## src/rtl/jk_excitation_driver.sv

```systemverilog
// JK excitation driver: turns a target state into one-cycle J/K drive for a JK bank, then settles.
// Build option JK_CHECK_EN adds a feedback check state with err pulse and saturating err_cnt.
module jk_excitation_driver #(
  parameter int unsigned WIDTH      = 4,
  parameter int unsigned SETTLE_CYC = 2,
  parameter int unsigned DC_POLICY  = 0
) (
  input  logic             clk,
  input  logic             rst_n,
  input  logic [WIDTH-1:0] tgt,
  input  logic             tgt_valid,
  output logic             tgt_ready,
  input  logic [WIDTH-1:0] q_fb,
  output logic [WIDTH-1:0] j,
  output logic [WIDTH-1:0] k,
  output logic             jk_valid,
  output logic             done,
  output logic             err,
  output logic [7:0]       err_cnt
);

  localparam int unsigned CntW = $clog2(SETTLE_CYC + 1) + 1;
  localparam logic [WIDTH-1:0] DcVec = (DC_POLICY != 0) ? '1 : '0;

  typedef enum logic [1:0] {StIdle, StDrive, StSettle, StCheck} state_e;

  state_e           r_state, w_state_d;
  logic [CntW-1:0]  r_cnt, w_cnt_d;
  logic [WIDTH-1:0] r_cur, w_cur_d;
  logic [WIDTH-1:0] r_tgt, w_tgt_d;
  logic [WIDTH-1:0] r_j, w_j_d;
  logic [WIDTH-1:0] r_k, w_k_d;
  logic             r_jk_valid, w_jk_valid_d;
  logic             r_done, w_done_d;
  logic             r_err, w_err_d;
  logic [7:0]       r_err_cnt, w_err_cnt_d;
  logic             r_tgt_ready, w_tgt_ready_d;
  logic [WIDTH-1:0] w_exc_j, w_exc_k;

  // Inverse JK table: a bit that is 0 only needs J, a bit that is 1 only needs K.
  assign w_exc_j = (~r_cur & r_tgt) | (r_cur & DcVec);
  assign w_exc_k = (r_cur & ~r_tgt) | (~r_cur & DcVec);

  always_comb begin
    w_state_d    = r_state;
    w_cnt_d      = r_cnt;
    w_cur_d      = r_cur;
    w_tgt_d      = r_tgt;
    w_j_d        = '0;
    w_k_d        = '0;
    w_jk_valid_d = 1'b0;
    w_done_d     = 1'b0;
    w_err_d      = 1'b0;
    w_err_cnt_d  = r_err_cnt;
    unique case (r_state)
      StIdle: begin
        if (tgt_valid && r_tgt_ready) begin
          w_tgt_d   = tgt;
          w_cur_d   = q_fb;
          w_state_d = StDrive;
        end
      end
      StDrive: begin
        w_j_d        = w_exc_j;
        w_k_d        = w_exc_k;
        w_jk_valid_d = 1'b1;
        w_cnt_d      = '0;
        w_state_d    = StSettle;
      end
      StSettle: begin
        // Spans the strobe cycle plus SETTLE_CYC cycles after the bank clocks.
        if (r_cnt == CntW'(SETTLE_CYC)) begin
`ifdef JK_CHECK_EN
          w_state_d = StCheck;
`else
          w_state_d = StIdle;
          w_done_d  = 1'b1;
`endif
        end else begin
          w_cnt_d = r_cnt + CntW'(1);
        end
      end
`ifdef JK_CHECK_EN
      StCheck: begin
        w_done_d  = 1'b1;
        w_state_d = StIdle;
        if (q_fb != r_tgt) begin
          w_err_d = 1'b1;
          if (r_err_cnt != 8'hFF) begin
            w_err_cnt_d = r_err_cnt + 8'd1;
          end
        end
      end
`endif
      default: w_state_d = StIdle;
    endcase
    // Drops on the accept edge, returns one cycle after re-entering idle.
    w_tgt_ready_d = (r_state == StIdle) && (w_state_d == StIdle);
  end

  always_ff @(posedge clk or negedge rst_n) begin
    if (!rst_n) begin
      r_state     <= StIdle;
      r_cnt       <= '0;
      r_cur       <= '0;
      r_tgt       <= '0;
      r_j         <= '0;
      r_k         <= '0;
      r_jk_valid  <= 1'b0;
      r_done      <= 1'b0;
      r_err       <= 1'b0;
      r_err_cnt   <= 8'h00;
      r_tgt_ready <= 1'b1;
    end else begin
      r_state     <= w_state_d;
      r_cnt       <= w_cnt_d;
      r_cur       <= w_cur_d;
      r_tgt       <= w_tgt_d;
      r_j         <= w_j_d;
      r_k         <= w_k_d;
      r_jk_valid  <= w_jk_valid_d;
      r_done      <= w_done_d;
      r_err       <= w_err_d;
      r_err_cnt   <= w_err_cnt_d;
      r_tgt_ready <= w_tgt_ready_d;
    end
  end

  assign tgt_ready = r_tgt_ready;
  assign j         = r_j;
  assign k         = r_k;
  assign jk_valid  = r_jk_valid;
  assign done      = r_done;
  assign err       = r_err;
  assign err_cnt   = r_err_cnt;

endmodule

```

## config.mk

```make
export PLATFORM = sky130hd
export DESIGN_NAME = jk_excitation_driver
export DESIGN_NICKNAME = d
export VERILOG_FILES = /design/src/rtl/jk_excitation_driver.sv
export SDC_FILE = /design/constraint.sdc
export NUM_CORES = 1
export LEC_CHECK = 0
export CORE_MARGIN = 1
export CORE_UTILIZATION = 30
export CTS_CLUSTER_DIAMETER = 150
export DETAILED_ROUTE_END_ITERATION = 10
export PLACE_DENSITY = 0.53
export RECOVER_POWER = 100
export SYNTH_ARGS = -nofsm -noshare
export SYNTH_HDL_FRONTEND = slang
export SYNTH_SLANG_ARGS = --single-unit
```

## constraint.sdc

```tcl
create_clock -name clk -period 3.25 [get_ports clk]
set_input_delay 0.65 -clock clk [delete_from_list [all_inputs] [get_ports clk]]
set_output_delay 0.65 -clock clk [all_outputs]
set_load 0.03 [all_outputs]
```

==> results.yml <==
run_status:
  status: "complete, no violations"
cells_and_area:
  fin_area_um2: 1261
  layout_common_cells: "dfrtp_1, dlygate4sd3_1, conb_1"
  fin_nets: 117
  syn_to_final_growth_pct: 24.29
  regArea_um2: 601.8
  multiInputGateArea_um2: 331.6
  mostFrequentLayoutCell: "dfrtp_1"
  fill_cells: 307
  drive_gt1_share_pct: 12.62
  num_antenna_cells: 0
place:
  portBuffers: 21
  post_dp_cell_area_um2: 1240
  gp_congestion: 0.6559
  hpwl_mm: 1.125
hold_path:
  min_path_type: "reg -> reg"
synth:
  synth.distinct_cells: 25
  synth_edf_count: 0
  synth_flop_cell: "dfrtp_1"
  synthCells: 80
  ys_async_sr_fraction_pct: 100.0
  syn_area_um2: 1015
  ys_seq_elements: 24
  yosysWarnings: 0
  avgSynthCellArea_um2: 12.68
  synth_seq_area_share_pct: 59.31
pwr:
  powerDensity_nw_per_um2: 759.2
  seqPwrFrac_pct: 49.7
  sw_frac_of_total_pct: 34.03
  pwr-share-comb_pct: 34.3
  vdd_drop_max_uv: 340.4
  clock_power_share_pct: 16.1
  leakage_uw: 0.0005895
  power_switching_uw: 325.8
  p_int_uw: 631.7
global_route:
  grt_usage_pct: 10.23
  antenna_found_initial: 0
  grt_max_degree: 25
  overflow: 0
  grt_pass1_vias: 613
  grt_pass1_wl_mm: 2.670
worst_setup_path:
  timing.rr.start: "tgt_ready$_DFF_PN1_"
  r2r-end: "r_cur[0]$_DFFE_PN0P_"
  crit_arrival_ps: 2490
  r2r_setup_slack_ps: 1300
  setup.worst_path.end: "r_cur[0]$_DFFE_PN0P_"
  crit_start: "tgt_valid"
  r2r_cells: 3
  start_kind: "input port"
  critPathCaptureType: "flip-flop"
  path_class: "in -> reg"
  path_max_fanout: 9
  cp.required_ps: 3460
clocking:
  cts_tree: "done"
  clock_tree.root_cell: "clkbuf_4"
  cts_sinks: 24
  htreeDepth: 1
  numCtsBuffers: 3
  post_cts_buffers: 0
  ctsResizeCount: 0
  path_clk_slew_ps: 120
  clockBufferDepth: 2
  ctsHoldBuffers: 0
  clock_latency_ps: 310
die:
  num_io_pins: 31
  core_um2: 3128
  die_w_um: 60.16
  initial_utilization_pct: 32.44
  dieArea_um2: 3619
  row_count: 20
  die_height_um: 60.16
sta:
  period_needed_ps: 2280
  maxSlewHeadroom_pct: 14.65
  fin_skew_ps: 7.943
  setup_viol: 0
  tightest_slew_ps: 1280
  rsz0062_at_grt: "no"
  max_freq_ghz: 0.4386
  fin_setup_tns_ps: 0
  drv_slew: 0
  hold_viol: 0
  min_period_over_period_pct: 70.15
detailed_routing:
  vias_per_cell: 4.163
  routed_wl_mm: 1.553
  drt-initial-drc-count: 20
  vias: 612
  first_pass_iters: 3
  wire_per_inst_um: 10.56
  ant_nets: 0
  drc: 0
flow_run:
  cap_violations: 0
[flip-flops by register name, indices dropped and copies added, names as in the netlist]
| name | count |
|---|---|
| done | 1 |
| j | 4 |
| jk_valid | 1 |
| k | 4 |
| r_cnt | 3 |
| r_cur | 4 |
| r_state | 2 |
| r_tgt | 4 |
| tgt_ready | 1 |
[cell usage after synthesis (all sizes together), types with 2 or more instances]
master | n | share of area [%]
nor3b | 8 | 5.9
o22ai | 2 | 1.2
nand2 | 3 | 1.1
a21oi | 2 | 0.99
inv | 6 | 2.2
buf | 10 | 7.2
dfrtp | 23 | 57
mux2 | 8 | 8.9
ha | 2 | 2.5
nor2b | 2 | 1.2
[layout make-up]
cell class / instances / share of cell area (%)
flip-flops and latches: 24 / 47.72
well taps: 44 / 4.365
clock buffers: 4 / 2.877
multi-input cells: 47 / 26.29
repair buffers: 22 / 16.96
inverters: 6 / 1.786
[cells by family (layout without fill, tap and decap cells)]
kind of cell               count (synthesis)  in the layout  synth area share, %
adders and majority gates                  2              2                2.466
other                                      1              9               0.3696
AOI/OAI and AO/OA                          8              8                4.932
buffers and inverters                     17             32                9.863
DFF                                       24             24                59.31
muxes                                      8              8                8.878
and+or+nand+nor                           20             20                14.18
[worst max-delay path: stages]
cell           delay (ps)
dlygate4sd3_1         530
nand2_1                70
nor3_1                820
mux2_2                420
[routing by layer]
metal / vias up / GRT usage, % / part of all wire (%)
met4: 0 / 2.990 / 0.52
met2: 23 / 16.33 / 48
met3: 2 / 3.896 / 6.6
met5: - / 0 / 0
met1: 293 / 12.77 / 44
li1: 294 / - / -
[worst min-delay path by stage]
stage | startpoint | endpoint | slack [ps] | cells past startpoint
after floorplan | rst_n | done$_DFF_PN0_ | 350 | 0
after global placement | r_tgt[0]$_DFFE_PN0P_ | k[0]$_DFF_PN0_ | 440 | 1
after detailed placement | r_cur[0]$_DFFE_PN0P_ | j[0]$_DFF_PN0_ | 440 | 1
after CTS | r_cur[0]$_DFFE_PN0P_ | j[0]$_DFF_PN0_ | 460 | 1
after global routing | r_tgt[1]$_DFFE_PN0P_ | k[1]$_DFF_PN0_ | 490 | 1
final | r_tgt[0]$_DFFE_PN0P_ | k[0]$_DFF_PN0_ | 460 | 1
[through the flow]
| stage | util [%] | cells | power [µW] | hold slack (ps) | worst slack [ps] |
|---|---|---|---|---|---|
| after floorplan | - | 88 | 736.4 | 354.4 | 1751 |
| after detailed placement | 39.64 | 143 | 835.5 | 441.9 | 1169 |
| final | 40.32 | 147 | 957.5 | 460.2 | 970.1 |
| after CTS | 40.80 | 147 | 994.9 | 461.3 | 1060 |
| after global placement | 39.64 | 143 | 823.5 | 436.0 | 1191 |
| after global routing | 40.32 | 147 | 1034 | 488.2 | 784.6 |
[power groups by stage]
stage	Sequential (µW)	Clock, µW	Combinational (µW)
after CTS	484	165	346
after detailed placement	490	0	345
after floorplan	502	0	235
final	475	154	328
after global routing	495	177	363
after global placement	485	0	339
No activity file was read; power rests on OpenSTA's default activity.
==> RTL edit: new RTL, same flow settings <==
The 4 states of `state_e` get a Gray code encoding in 2 bits.
--- a/src/rtl/jk_excitation_driver.sv
+++ b/src/rtl/jk_excitation_driver.sv
@@ -22,7 +22,7 @@
   localparam int unsigned CntW = $clog2(SETTLE_CYC + 1) + 1;
   localparam logic [WIDTH-1:0] DcVec = (DC_POLICY != 0) ? '1 : '0;
 
-  typedef enum logic [1:0] {StIdle, StDrive, StSettle, StCheck} state_e;
+  typedef enum logic [1:0] {StIdle = 2'b00, StDrive = 2'b01, StSettle = 2'b11, StCheck = 2'b10} state_e;
 
   state_e           r_state, w_state_d;
   logic [CntW-1:0]  r_cnt, w_cnt_d;
Function: same outputs for any inputs over 10 cycles, from zero or initial values and one cycle with rst_n low; not proved beyond that.
==> RTL edit against the original RTL <==
- highest routed layer unchanged
- count of clock-buffer cells in the layout down 1
- power up 12%
- sequential cell count unchanged
- critical path type unchanged
- synthesized area down 1.5%
- setup slack better by 3.4 ps
- cell area up 0.30%
- routed wire length up 4.9%
==> RTL edit: results <==
set metrics [dict create \
    first_global_vias 582 \
    reg2reg_slack_ps 1300 \
    synth_ff_type "dfrtp_1" \
    peakVddDrop_uv 510 \
    nets 117 \
    skew_ps 4.81 \
    clockRootBuffer "clkbuf_4" \
    synth_area_leaders "dfrtp_1 58%, mux2_2 9.0%, buf_4 7.5%" \
    cp_slowest_stage_delay_ps 820 \
    dp_slack_ps 1170 \
    critPathTopFamily "simple AND/OR/NAND/NOR gates" \
    fmax_mhz 439 \
    status "finished, final reports clean" \
    slew_headroom_pct 16.5 \
    antenna_found_initial 0 \
    viasPerCell 4.20 \
    finalHoldViolCount 0 \
    clk_pin_slew_ps 130 \
    synthArstFlopShare_pct 100 \
    critPathMaxFanout 8 \
    min_path_type "reg2reg" \
    grt.total_usage_pct 10.7 \
    place_congestion 0.652 \
    dpl.hpwl_um 1200 \
    routed_wl_um 1630 \
    layout-drive-gt1-share_pct 12.6 \
    n_antenna_cell 0 \
    synth_seq_area_share_pct 60.2 \
    dr.first_iter.drc_count 5 \
    p_leak_nw 0.590 \
    synth_common_cells "23 x dfrtp_1, 10 x buf_4, 8 x mux2_2, 8 x nor3b_1, 5 x nand2_1" \
    grt.overflow.total 0 \
    cts.htree.levels 1 \
    p_int_w 0.000701 \
    critPathArrivalTime_ps 2490 \
    drt-pass1-iter-count 2 \
    critPathCapture "r_tgt[2]" \
    rr_worst_depth 3 \
    yosysUniqueCellTypes 22 \
]
## RTL edit: cell types whose count changed after synthesis, sizes merged, moves of 2 or more
cell / change
nor2: +3
nand2: +2
nor2b: -2
inv: -2
## RTL edit: routing by layer
metal / part of all wire, % / track usage [%] / wire, um
met1: 46 / 13.6 / 750
met2: 44 / 15.9 / 716
met3: 8.6 / 4.98 / 140
met4: 1.4 / 3.99 / 22
met5: 0 / 0 / 0
## RTL edit: cell type report
class | count | area [um2]
Clock buffer | 3 | 22.5
Inverter | 4 | 15.0
Timing Repair Buffer | 22 | 214
Tap cell | 44 | 55.1
Clock inverter | 1 | 30.0
Multi-Input combinational cell | 49 | 327
Sequential cell | 24 | 602
Fill cell | 309 | 1840
## RTL edit: power by group through the flow
stage	logic (W)	registers, W	clock network (W)
after floorplan	0.000216	0.000552	0
after global placement	0.000381	0.000501	0
after detailed placement	0.000390	0.000502	0
after CTS	0.000391	0.000495	0.000225
after global routing	0.000402	0.000505	0.000239
final	0.000368	0.000486	0.000215
## RTL edit: worst min-delay path by stage
stage              from  endpoint  slack (ps)  depth (start not counted)
6_report       r_tgt[2]      k[2]         450                          1
5_1_grt        r_tgt[2]      k[2]         450                          1
4_1_cts        r_tgt[2]      k[2]         450                          1
3_5_place_dp   r_tgt[2]      k[2]         430                          1
3_3_place_gp   r_tgt[2]      k[2]         430                          1
2_1_floorplan     rst_n      done         350                          0
## RTL edit: metrics by stage
| step | cell area, um2 | instances |
|---|---|---|
| 2_1_floorplan | 1030 | 87 |
| 3_3_place_gp | 1230 | 143 |
| 3_5_place_dp | 1230 | 143 |
| 4_1_cts | 1280 | 147 |
| 5_1_grt | 1260 | 147 |
| 6_report | 1260 | 147 |
## RTL edit: kinds of logic after synthesis
| family | Yosys count | synth area share (%) |
|---|---|---|
| AO/OA/AOI/OAI | 9 | 5.88 |
| adder cells (fa/ha/maj) | 2 | 2.50 |
| buffers and inverters | 14 | 9.01 |
| flip-flops | 24 | 60.2 |
| multiplexers | 8 | 9.01 |
| other | 1 | 0.375 |
| AND/OR/NAND/NOR | 21 | 13.0 |
## RTL edit: worst reg2reg max path, delay by kind of cell (launching register included)
| family | cells | cell delay, ps |
|---|---|---|
| multiplexers | 1 | 420 |
| flip-flops | 1 | 570 |
| AND/OR/NAND/NOR | 2 | 870 |
